### config.mk
export PLATFORM = sky130hd
export DESIGN_NAME = pc_fetch_queue_flat
export DESIGN_NICKNAME = d
export VERILOG_FILES = /design/src/rtl/pc_fetch_queue_if.sv /design/src/rtl/pc_fetch_queue.sv /design/src/flat_wrapper.sv
export SDC_FILE = /design/constraint.sdc
export NUM_CORES = 1
export LEC_CHECK = 0
export CAP_MARGIN = 20
export CELL_PAD_IN_SITES_DETAIL_PLACEMENT = 1
export CELL_PAD_IN_SITES_GLOBAL_PLACEMENT = 1
export CORE_MARGIN = 2
export CORE_UTILIZATION = 51
export CTS_CLUSTER_SIZE = 40
export DETAILED_ROUTE_END_ITERATION = 8
export GPL_TIMING_DRIVEN = 0
export PLACE_DENSITY_LB_ADDON = 0.3
export SYNTH_ARGS = -nofsm -noshare
export SYNTH_HDL_FRONTEND = slang
export SYNTH_SLANG_ARGS = --single-unit
### constraint.sdc
create_clock -name clk -period 8.8 [get_ports clk]
set_input_delay 1.76 -clock clk [delete_from_list [all_inputs] [get_ports clk]]
set_output_delay 1.76 -clock clk [all_outputs]
set_load 0.02 [all_outputs]
### src/rtl/pc_fetch_queue_if.sv
// Fetch-unit bus: instruction-memory request/ack channel on one side,
// head-of-queue instruction stream and redirect on the other.
interface pc_fetch_queue_if;
    logic        imem_req;
    logic [31:0] imem_addr;
    logic        imem_ack;
    logic [31:0] imem_rdata;
    logic        instr_valid;
    logic [31:0] instr;
    logic [31:0] instr_pc;
    logic        instr_ready;
    logic        redirect;
    logic [31:0] redirect_pc;

    modport master (
        output imem_req, imem_addr, instr_valid, instr, instr_pc,
        input  imem_ack, imem_rdata, instr_ready, redirect, redirect_pc
    );

    modport slave (
        input  imem_req, imem_addr, instr_valid, instr, instr_pc,
        output imem_ack, imem_rdata, instr_ready, redirect, redirect_pc
    );
endinterface

### src/rtl/pc_fetch_queue.sv
// Instruction fetch unit: sequential PC generator with a single outstanding
// memory request feeding a small circular queue of {pc, instr} entries.
// A redirect flushes the queue; an in-flight request is always completed
// (DROP state) so the memory handshake is never abandoned mid-flight.
module pc_fetch_queue #(
    parameter logic [31:0] RESET_PC = 32'h0000_0000,
    parameter int          DEPTH    = 4
) (
    input  logic                clk,
    input  logic                rst_n,
    pc_fetch_queue_if.master    bus
);
    localparam int PTR_W = (DEPTH > 1) ? $clog2(DEPTH) : 1;
    localparam int CNT_W = PTR_W + 1;
    localparam logic [CNT_W-1:0] FULL = CNT_W'(DEPTH);

    typedef enum logic [1:0] {
        RUN      = 2'd0,
        WAIT_ACK = 2'd1,
        DROP     = 2'd2
    } state_t;

    state_t             state;
    state_t             stateNext;
    logic [31:0]        fetchPc;
    logic [31:0]        reqAddr;
    logic [PTR_W-1:0]   wrPtr;
    logic [PTR_W-1:0]   rdPtr;
    logic [CNT_W-1:0]   count;
    logic [31:0]        qPc    [DEPTH];
    logic [31:0]        qInstr [DEPTH];

    logic               issue;
    logic               push;
    logic               pop;
    logic               headValid;
    logic               imemReq;
    logic [31:0]        redirectTarget;

    // Only RUN issues, so nothing is outstanding there and count < DEPTH
    // guarantees room for the reply. rst_n gating keeps imem_req low in reset.
    assign issue          = rst_n && (state == RUN) && (count < FULL) && !bus.redirect;
    assign push           = (state == WAIT_ACK) && bus.imem_ack && !bus.redirect;
    assign headValid      = (count != '0);
    assign pop            = headValid && bus.instr_ready && !bus.redirect;
    assign redirectTarget = {bus.redirect_pc[31:2], 2'b00};

    // Next-state and request strobe.
    always_comb begin
        stateNext = state;
        imemReq   = 1'b0;
        case (state)
            RUN: begin
                imemReq = issue;
                if (issue) stateNext = WAIT_ACK;
            end
            WAIT_ACK: begin
                imemReq = 1'b1;
                if (bus.imem_ack)     stateNext = RUN;
                else if (bus.redirect) stateNext = DROP;
            end
            DROP: begin
                imemReq = 1'b1;
                if (bus.imem_ack) stateNext = RUN;
            end
            default: stateNext = RUN;
        endcase
    end

    // FSM state register.
    always_ff @(posedge clk or negedge rst_n) begin
        if (!rst_n) state <= RUN;
        else        state <= stateNext;
    end

    // Fetch PC, latched request address, queue pointers and occupancy.
    always_ff @(posedge clk or negedge rst_n) begin
        if (!rst_n) begin
            fetchPc <= RESET_PC;
            reqAddr <= RESET_PC;
            wrPtr   <= '0;
            rdPtr   <= '0;
            count   <= '0;
        end else begin
            if (issue) reqAddr <= fetchPc;

            if (bus.redirect)  fetchPc <= redirectTarget;
            else if (push)     fetchPc <= fetchPc + 32'd4;

            if (bus.redirect) begin
                wrPtr <= '0;
                rdPtr <= '0;
                count <= '0;
            end else begin
                if (push) wrPtr <= wrPtr + PTR_W'(1);
                if (pop)  rdPtr <= rdPtr + PTR_W'(1);
                if (push && !pop)      count <= count + CNT_W'(1);
                else if (pop && !push) count <= count - CNT_W'(1);
            end
        end
    end

    // Queue storage; contents are qualified by count, so no reset needed.
    always_ff @(posedge clk) begin
        if (push) begin
            qPc[wrPtr]    <= reqAddr;
            qInstr[wrPtr] <= bus.imem_rdata;
        end
    end

    assign bus.imem_req    = imemReq;
    assign bus.imem_addr   = (state == RUN) ? fetchPc : reqAddr;
    assign bus.instr_valid = headValid;
    assign bus.instr       = headValid ? qInstr[rdPtr] : 32'h0;
    assign bus.instr_pc    = headValid ? qPc[rdPtr]    : 32'h0;
endmodule

### src/flat_wrapper.sv
// flat-port wrapper written by rule: the top's interface ports become plain ports
module pc_fetch_queue_flat 
#(
    parameter logic [31:0] RESET_PC = 32'h0000_0000,
    parameter int          DEPTH    = 4
)
  (clk, rst_n, bus_imem_req, bus_imem_addr, bus_instr_valid, bus_instr, bus_instr_pc, bus_imem_ack, bus_imem_rdata, bus_instr_ready, bus_redirect, bus_redirect_pc);
  pc_fetch_queue_if bus_i ();
  input  logic clk;
  input  logic rst_n;
  output wire logic [$bits(bus_i.imem_req)-1:0] bus_imem_req;
  output wire logic [$bits(bus_i.imem_addr)-1:0] bus_imem_addr;
  output wire logic [$bits(bus_i.instr_valid)-1:0] bus_instr_valid;
  output wire logic [$bits(bus_i.instr)-1:0] bus_instr;
  output wire logic [$bits(bus_i.instr_pc)-1:0] bus_instr_pc;
  input wire logic [$bits(bus_i.imem_ack)-1:0] bus_imem_ack;
  input wire logic [$bits(bus_i.imem_rdata)-1:0] bus_imem_rdata;
  input wire logic [$bits(bus_i.instr_ready)-1:0] bus_instr_ready;
  input wire logic [$bits(bus_i.redirect)-1:0] bus_redirect;
  input wire logic [$bits(bus_i.redirect_pc)-1:0] bus_redirect_pc;
  assign bus_imem_req = bus_i.imem_req;
  assign bus_imem_addr = bus_i.imem_addr;
  assign bus_instr_valid = bus_i.instr_valid;
  assign bus_instr = bus_i.instr;
  assign bus_instr_pc = bus_i.instr_pc;
  assign bus_i.imem_ack = bus_imem_ack;
  assign bus_i.imem_rdata = bus_imem_rdata;
  assign bus_i.instr_ready = bus_instr_ready;
  assign bus_i.redirect = bus_redirect;
  assign bus_i.redirect_pc = bus_redirect_pc;
  pc_fetch_queue #(.RESET_PC(RESET_PC), .DEPTH(DEPTH)) u_core (.clk(clk), .rst_n(rst_n), .bus(bus_i));
endmodule
== After elaboration in Yosys (flattened, before gate mapping) ==
Memories as Yosys holds them, arrays and structs flattened.
Cells that the tools add are included.

* Register bits: 73
* Memory bits (writable): 256
* Bits of input ports: 69
* Memories: 2
* Output and inout port bits: 98
* Logic and storage cells: 58

* Magnitude comparators: 1
* Multiplexer cells: 20
* Equality and inequality tests: 5
* Reductions and logical operators: 19
* Add/subtract/negate cells: 5

{| class="wikitable"
|+ Memories
! name !! words !! bits a word !! rd ports !! clocked after memory_dff !! wr ports !! line !! source
|-
| u_core.qInstr || 4 || 32 || 1 || 0 || 1 || pc_fetch_queue.sv:31 || <nowiki>logic [31:0] qInstr [DEPTH];</nowiki>
|-
| u_core.qPc || 4 || 32 || 1 || 0 || 1 || pc_fetch_queue.sv:30 || <nowiki>logic [31:0] qPc [DEPTH];</nowiki>
|}

{| class="wikitable"
|+ Operators with widths
! kind !! count
|-
| 32-bit two-way mux || 5
|-
| 32-bit by 3-bit adder with 32-bit output, second input constant || 1
|-
| 2-bit two-way mux || 8
|-
| 1-bit logical AND || 9
|-
| 3-bit two-way mux || 3
|-
| 2-bit case mux with 3 select lines || 1
|-
| 3-bit nonzero test || 2
|-
| 2-bit by 1-bit adder with 2-bit output, second input constant || 2
|-
| 2-bit nonzero test || 2
|-
| 3-bit by 1-bit adder with 3-bit output, second input constant || 1
|-
| 1-bit zero test || 3
|-
| 3-bit < comparator, second input constant || 1
|-
| 3-bit != test, second input constant || 1
|-
| 3-bit AND reduction || 1
|-
| 3-bit by 1-bit subtractor with 3-bit output, second input constant || 1
|-
| 2-bit by 1-bit equality test with 1-bit output, second input constant || 1
|-
| 2-bit equality test, second input constant || 1
|-
| 2-bit zero test || 1
|-
| 1-bit two-way mux || 2
|-
| 2-bit by 1-bit != test with 1-bit output, second input constant || 1
|-
| 2-bit != test, second input constant || 1
|-
| 1-bit case mux with 2 select lines || 1
|-
| 2-bit OR reduction || 1
|}

== Longest topological paths before layout ==
Gate-level depths: netlist of run 1.

* Depth in word-level cells: 8
* Depth in mapped cells: 10
* Gate-level depth less buffers: 9

== Worst setup path after synthesis of run 1 ==
OpenSTA, ideal clock, no wires.

* Path kind: input port to output port
* Start point: input bus_redirect
* End point: output bus_imem_req
* Cell stages on the path: 5
* Buffers on the path: 2
* Data arrival time: 2.881 ns
* Required time: 7.040 ns
* Slack: 4.159 ns
* Cells stage by stage: nor4bb_1 clkbuf_1 buf_1 nor2_1 nor2_1

* Cells in the longest elaborated chain, start to end: 3

{| class="wikitable"
|+ RTL lines
! element !! line !! source
|-
| start, declared || flat_wrapper.sv:19 || <nowiki>input wire logic [$bits(bus_i.redirect)-1:0] bus_redirect;</nowiki>
|-
| 1-bit zero test || pc_fetch_queue.sv:42 || <nowiki>assign issue = rst_n && (state == RUN) && (count < FULL) && !bus.redirect;</nowiki>
|-
| 1-bit logical AND || pc_fetch_queue.sv:42 ||
|-
| 1-bit case mux with 2 select lines || pc_fetch_queue.sv:52 || <nowiki>case (state)</nowiki>
|-
| end, declared || flat_wrapper.sv:11 || <nowiki>output wire logic [$bits(bus_i.imem_req)-1:0] bus_imem_req;</nowiki>
|}

Every way passes these cells.

== Worst setup path in the final report of run 1 ==
* Start point: input rst_n
* End point: output bus_imem_req

* Cells in the longest elaborated chain, start to end: 4

{| class="wikitable"
|+ RTL lines
! element !! line !! source
|-
| start, declared || flat_wrapper.sv:10 || <nowiki>input logic rst_n;</nowiki>
|-
| 1-bit logical AND (3 in a row) || pc_fetch_queue.sv:42 ||
|-
| 1-bit case mux with 2 select lines || pc_fetch_queue.sv:52 ||
|}

Every way passes these cells.

==> results_dict.tcl, run 1 <==
set metrics [dict create \
    clock-sinks 317 \
    drc 0 \
    fin_cells 1323 \
    synth_area_mm2 0.0132 \
    yosys_warnings 0 \
    worstPathMaxFanout 44 \
    synthSimpleGateAreaFrac_pct 7.94 \
    synth_fa_ha_area_share_pct 1.10 \
    post-route-util_pct 65.0 \
    cap_violations 0 \
    vias 7627 \
    regArea_mm2 0.00917 \
    synth_top_area_share_pct 56.4 \
    finalSetupTns_ns 0 \
    cts.htree.levels 2 \
    clk_pin_slew_ns 0.06 \
    min_period_ns 6.19 \
    multi_input_area_mm2 0.00381 \
    fin_crit_sh_pct 70.4 \
    synth-seq-area-share_pct 69.5 \
    yosys_register_bits 317 \
    fill_cells 2247 \
    clock_power_share_pct 26.5 \
    cts_tree "done" \
    antenna_found_initial 0 \
    synth_top_family_by_area "multiplexers" \
    ant_nets 0 \
    postSynthCellCount 765 \
    cp.arrival_ns 4.43 \
    grt-ovfl-total 0 \
    clock_latency_ns 0.51 \
    io_pins 167 \
    power.internal_mw 3.65 \
    cts_hold_buf 0 \
    numCtsBuffers 34 \
    critical_path_class "input pin to primary output" \
    cts_resized 0 \
    via_per_inst 5.76 \
    dp_cells 1262 \
    switchingPower_mw 1.71 \
    drt-pass1-iter-count 5 \
    rsz0062_at_grt "no" \
    synth_area_leaders "edfxtp_1 56%, dfrtp_1 13%, mux4_2 11%" \
    power_density_mw_per_mm2 326 \
    drt_wl_total_mm 30.9 \
    worstSetupStartpointType "input pin" \
    final_area_mm2 0.0165 \
    setup_viol 0 \
    max_freq_mhz 161 \
    grt_pass1_wl_mm 48.2 \
    grt_pass1_vias 8348 \
    detail_route.wl_per_cell_um 23.3 \
    yosys.area.top_type "edfxtp_1" \
    port-buffer-count 159 \
    status "completed" \
    synth_compound_area_share_pct 2.70 \
    min_path_type "flip-flop to flip-flop" \
    synthMuxAreaShare_pct 15.8 \
    grt_usage_pct 23.7 \
    dp_slack_ns 2.63 \
    seq_power_share_pct 37.7 \
    gp_congestion 0.790 \
    max-vdd-ir-drop_mv 0.196 \
    setup_slack_ns 2.61 \
    power.share.combinational_pct 35.8 \
    cts_root_buf "clkbuf_16" \
    postSynthAreaPerCell_um2 17.3 \
    syn_to_final_growth_pct 24.6 \
    finalNetCount 1048 \
    drive_above_1_share_pct 19.9 \
    dpl_cell_area_mm2 0.0153 \
    ys_types 44 \
    fp-row-count 58 \
    grt_start_max_net_pins 56 \
    fin_worst_skew_ns 0.0178 \
    finalHoldViolCount 0 \
    insertedDiodeCount 0 \
    drt_iter0_drc 451 \
    worstPathRequired_ns 7.04 \
    sw_frac_of_total_pct 31.9 \
    end_kind "primary output" \
    clk_path_buf_depth 3 \
    core-area_mm2 0.0253 \
    die_h_um 165 \
    tightest_slew_ns 1.15 \
    leakage_nw 5.55 \
    post_cts_buffers 0 \
    synth_xor_area_share_pct 1.06 \
    dp_hpwl_mm 20.3 \
    die_area_mm2 0.0272 \
    die_w_um 165 \
    maxSlewHeadroom_pct 22.7 \
    start_util_pct 52.1 \
    maxSlewViolCount 0 \
]
## cell usage after synthesis, drive strengths merged
library cell / number
a211oi: 1
a21oi: 2
a221oi: 1
a22oi: 3
a31oi: 14
and2: 67
and3: 3
and4: 2
buf: 22
clkbuf: 25
conb: 1
dfrtp: 69
edfxtp: 248
fa: 1
ha: 10
inv: 10
mux2: 61
mux2i: 1
mux4: 62
nand2: 25
nand2b: 1
nand3: 17
nand4: 11
nor2: 26
nor2b: 2
nor3: 6
nor4: 3
nor4bb: 1
o211ai: 2
o21a: 1
o21ai: 14
o21bai: 1
o31ai: 16
or2: 1
or3: 3
or4: 16
xnor2: 8
xor2: 8
## cell families after synthesis
logic type / Yosys count
buffers and inverters: 57
multiplexers: 124
XOR/XNOR: 16
flip-flops: 317
adder cells (fa/ha/maj): 11
AO/OA/AOI/OAI: 55
AND/OR/NAND/NOR: 184
other: 1
## final timing paths
check | startpoint | endpoint | slack (ns) | depth (start not counted)
worst max-delay path | rst_n | bus_imem_req | 2.61 | 8
worst min-delay path | u_core.reqAddr[18] | u_core.qPc[1][18] | 0.55 | 0
worst max register to register | u_core.state[1] | u_core.qInstr[2][5] | 5.78 | 7
worst min register to register | u_core.reqAddr[18] | u_core.qPc[1][18] | 0.55 | 0
max in group asynchronous | rst_n | u_core.reqAddr[21] | 7.06 | 2
min in group asynchronous | rst_n | u_core.fetchPc[7] | 1.18 | 1
## area by class of cell
| type | instances | share of cell area, % |
|---|---|---|
| sequential | 317 | 55.8 |
| tap | 330 | 2.51 |
| clock buffer | 42 | 5.74 |
| buffer | 47 | 1.27 |
| multi-input combinational | 394 | 23.1 |
| timing repair buffer | 164 | 10.4 |
| clock inverter | 19 | 0.996 |
| inverter | 10 | 0.228 |
## worst max-delay path, cell delays in order
cell and delay [ns]:
buf_4 0.34, buf_16 0.28, nor4bb_1 0.31, clkbuf_1 0.27
buf_1 0.55, nor2_1 0.10, nor2_1 0.16, clkdlybuf4s50_1 0.63
## per-layer routing
metal | GRT usage, % | vias up | wire (um)
li1 | - | 3389 | -
met1 | 32.0 | 3932 | 13000
met2 | 40.4 | 263 | 15600
met3 | 4.12 | 43 | 1680
met4 | 5.77 | 0 | 532
met5 | 0 | - | 0
## metrics by stage
stage	total power, mW	hold WS, ns
4_1_cts	5.41	0.553
5_1_grt	5.60	0.567
2_1_floorplan	3.11	0.489
3_5_place_dp	3.97	0.544
6_report	5.36	0.548
3_3_place_gp	3.90	0.512
## placed cells by master, fill, tap and decap left out, types with 9 or more instances in the layout
master           instances
nand4_1                 10
o31ai_1                 16
clkbuf_1                30
buf_1                    9
dfrtp_1                 69
nor2_1                  26
o21ai_0                 14
mux2_2                  61
edfxtp_1               248
clkbuf_16               37
nand3_1                 16
nand2_1                 25
and2_1                  63
a31oi_1                 14
mux4_2                  62
ha_1                    10
inv_1                   10
or4_1                   16
clkdlybuf4s50_1        158
## sequential cells by signal, indices dropped and copies added (netlist names)
register        count
u_core.count        3
u_core.qPc        120
u_core.fetchPc     30
u_core.wrPtr        2
u_core.state        2
u_core.qInstr     128
u_core.reqAddr     30
u_core.rdPtr        2
## power groups by stage
stage	Clock, mW	Combinational [mW]	Sequential [mW]
finish	1.42	1.92	2.02
global route	1.50	2.05	2.04
CTS	1.44	1.96	2.02
detailed placement	0	1.93	2.04
global placement	0	1.88	2.02
floorplan	0	1.14	1.97
No activity file was read; power rests on OpenSTA's default activity.
==> inputs of run 2 (changes only) <==
Settings changed: CORE_UTILIZATION 51 to 47.
Clock period 8.8 ns to 6.05 ns, I/O delays scaled along.
==> run 2 against run 1 <==
Effect of this change: via count fell by 1.4%; largest cell class unchanged; non-clock buffer count did not move; sequential power rose by 46%; largest power group unchanged.
==> results_dict.tcl, run 2 (same netlist as run 1, synthesis figures left out) <==
set metrics [dict create \
    status "completed" \
    grt_pass1_wl_mm 47.8 \
    post-route-util_pct 59.6 \
    cts_resized 0 \
    clock-sinks 317 \
    worstSetupStartpointType "input pin" \
    final_area_mm2 0.0165 \
    finalHoldViolCount 0 \
    dp_hpwl_mm 20.6 \
    port-buffer-count 159 \
    drt_iter0_drc 526 \
    die_w_um 172 \
    tightest_slew_ns 1.07 \
    dpl_cell_area_mm2 0.0154 \
    start_util_pct 47.7 \
    grt_start_max_net_pins 58 \
    fin_crit_sh_pct 84.1 \
    final_cell_mix "248 x edfxtp_1, 158 x clkdlybuf4s50_1, 69 x dfrtp_1, 63 x and2_1, 62 x mux4_2" \
    drt_wl_total_mm 31.2 \
    crit_family "buffers and inverters" \
    final_common_cell "edfxtp_1" \
    setup_viol 0 \
    syn_to_final_growth_pct 25.1 \
    core-area_mm2 0.0277 \
    finalNetCount 1045 \
    rsz0062_at_grt "no" \
    power_density_mw_per_mm2 471 \
    cpMaxStageDelayCell "clkdlybuf4s50_1" \
    leakage_nw 5.55 \
    cpPeakStageDelay_ns 0.64 \
    clk_path_buf_depth 3 \
    drc 0 \
    fin_worst_skew_ns 0.0176 \
    critical_path_class "input pin to primary output" \
    max-vdd-ir-drop_mv 0.285 \
    min_period_ns 5.09 \
    end_kind "primary output" \
    fill_cells 2519 \
    cts_tree "done" \
    clock_latency_ns 0.56 \
    ant_nets 0 \
    worstPathRequired_ns 4.84 \
    fp-row-count 61 \
    detail_route.wl_per_cell_um 22.8 \
    cap_violations 0 \
    antenna_found_initial 0 \
    worst-path-buf-inv 4 \
    grt_pass1_vias 8180 \
    cts.htree.levels 1 \
    grt_usage_pct 21.6 \
    clk_pin_slew_ns 0.06 \
    numCtsBuffers 31 \
    die_area_mm2 0.0295 \
    max_freq_mhz 197 \
    cts_hold_buf 0 \
    insertedDiodeCount 0 \
    min_path_type "input pin to async pin" \
    largest_register_ffs 128 \
    grt-ovfl-total 0 \
    via_per_inst 5.50 \
    gp_congestion 0.839 \
    post_cts_buffers 0 \
    maxSlewViolCount 0 \
    finalSetupTns_ns 0 \
    worstPathMaxFanout 10 \
    die_h_um 172 \
    vias 7524 \
    drive_above_1_share_pct 20.5 \
    reg_top3 "u_core.qInstr x128, u_core.qPc x120" \
    maxSlewHeadroom_pct 27.9 \
    max_flop_register "u_core.qInstr" \
    io_pins 167 \
    path_cells "clkdlybuf4s50_1, nor4bb_1, clkbuf_1, buf_1, nor2_1, nor2_1, clkdlybuf4s50_1" \
    regArea_mm2 0.00917 \
    fin_hold_ws_ns 0.502 \
    cts_root_buf "clkbuf_16" \
    drt-pass1-iter-count 5 \
    cp.arrival_ns 3.88 \
    multi_input_area_mm2 0.00381 \
]
-- run 2: cell count changes in the layout (fill, tap and decap cells not counted), sizes merged --
| cell | previous run | this run |
|---|---|---|
| clkbuf | 67 | 63 |
| clkinv | 15 | 12 |
| bufinv | 3 | 5 |
| clkinvlp | 0 | 2 |
| inv | 11 | 10 |
-- run 2: power breakdown --
group / leakage (nW) / internal, mW / switching (mW)
combinational: 1.95 / 1.39 / 1.40
sequential: 3.06 / 2.68 / 0.261
clock: 0.541 / 1.23 / 0.822
-- run 2: final timing paths --
check / slack, ns / to / depth (start not counted) / startpoint
hold reg to reg: 0.57 / u_core.qPc[1][24] / 0 / u_core.reqAddr[24]
min in group clk: 0.57 / u_core.qPc[1][24] / 0 / u_core.reqAddr[24]
max in group asynchronous: 4.98 / u_core.fetchPc[26] / 2 / rst_n
setup reg to reg: 3.23 / u_core.count[2] / 10 / u_core.state[1]
setup / recovery: 0.96 / bus_imem_req / 7 / bus_redirect
hold / removal: 0.50 / u_core.fetchPc[10] / 1 / rst_n
-- run 2: metal layers --
| metal | up-vias | share of wire (%) | track usage [%] |
|---|---|---|---|
| li1 | 3373 | - | - |
| met1 | 3884 | 41 | 28.1 |
| met2 | 222 | 52 | 38.5 |
| met3 | 45 | 5.4 | 2.99 |
| met4 | 0 | 1.8 | 5.05 |
| met5 | - | 0 | 0 |
-- run 2: stage by stage --
step / std cells / power, mW / setup WS (ns)
finish: 1367 / 7.78 / 0.962
global route: 1367 / 8.13 / 0.728
global placement: 1305 / 5.69 / -1.46
CTS: 1367 / 7.87 / 0.929
detailed placement: 1310 / 5.79 / 0.977
floorplan: 768 / 4.52 / 2.38
-- run 2: cell type report --
type / count / area share (%)
tap: 378 / 2.86
buffer: 47 / 1.26
clock buffer: 38 / 5.23
timing repair buffer: 164 / 10.4
sequential: 317 / 55.5
inverter: 10 / 0.227
clock inverter: 19 / 1.42
multi-input combinational: 394 / 23.1
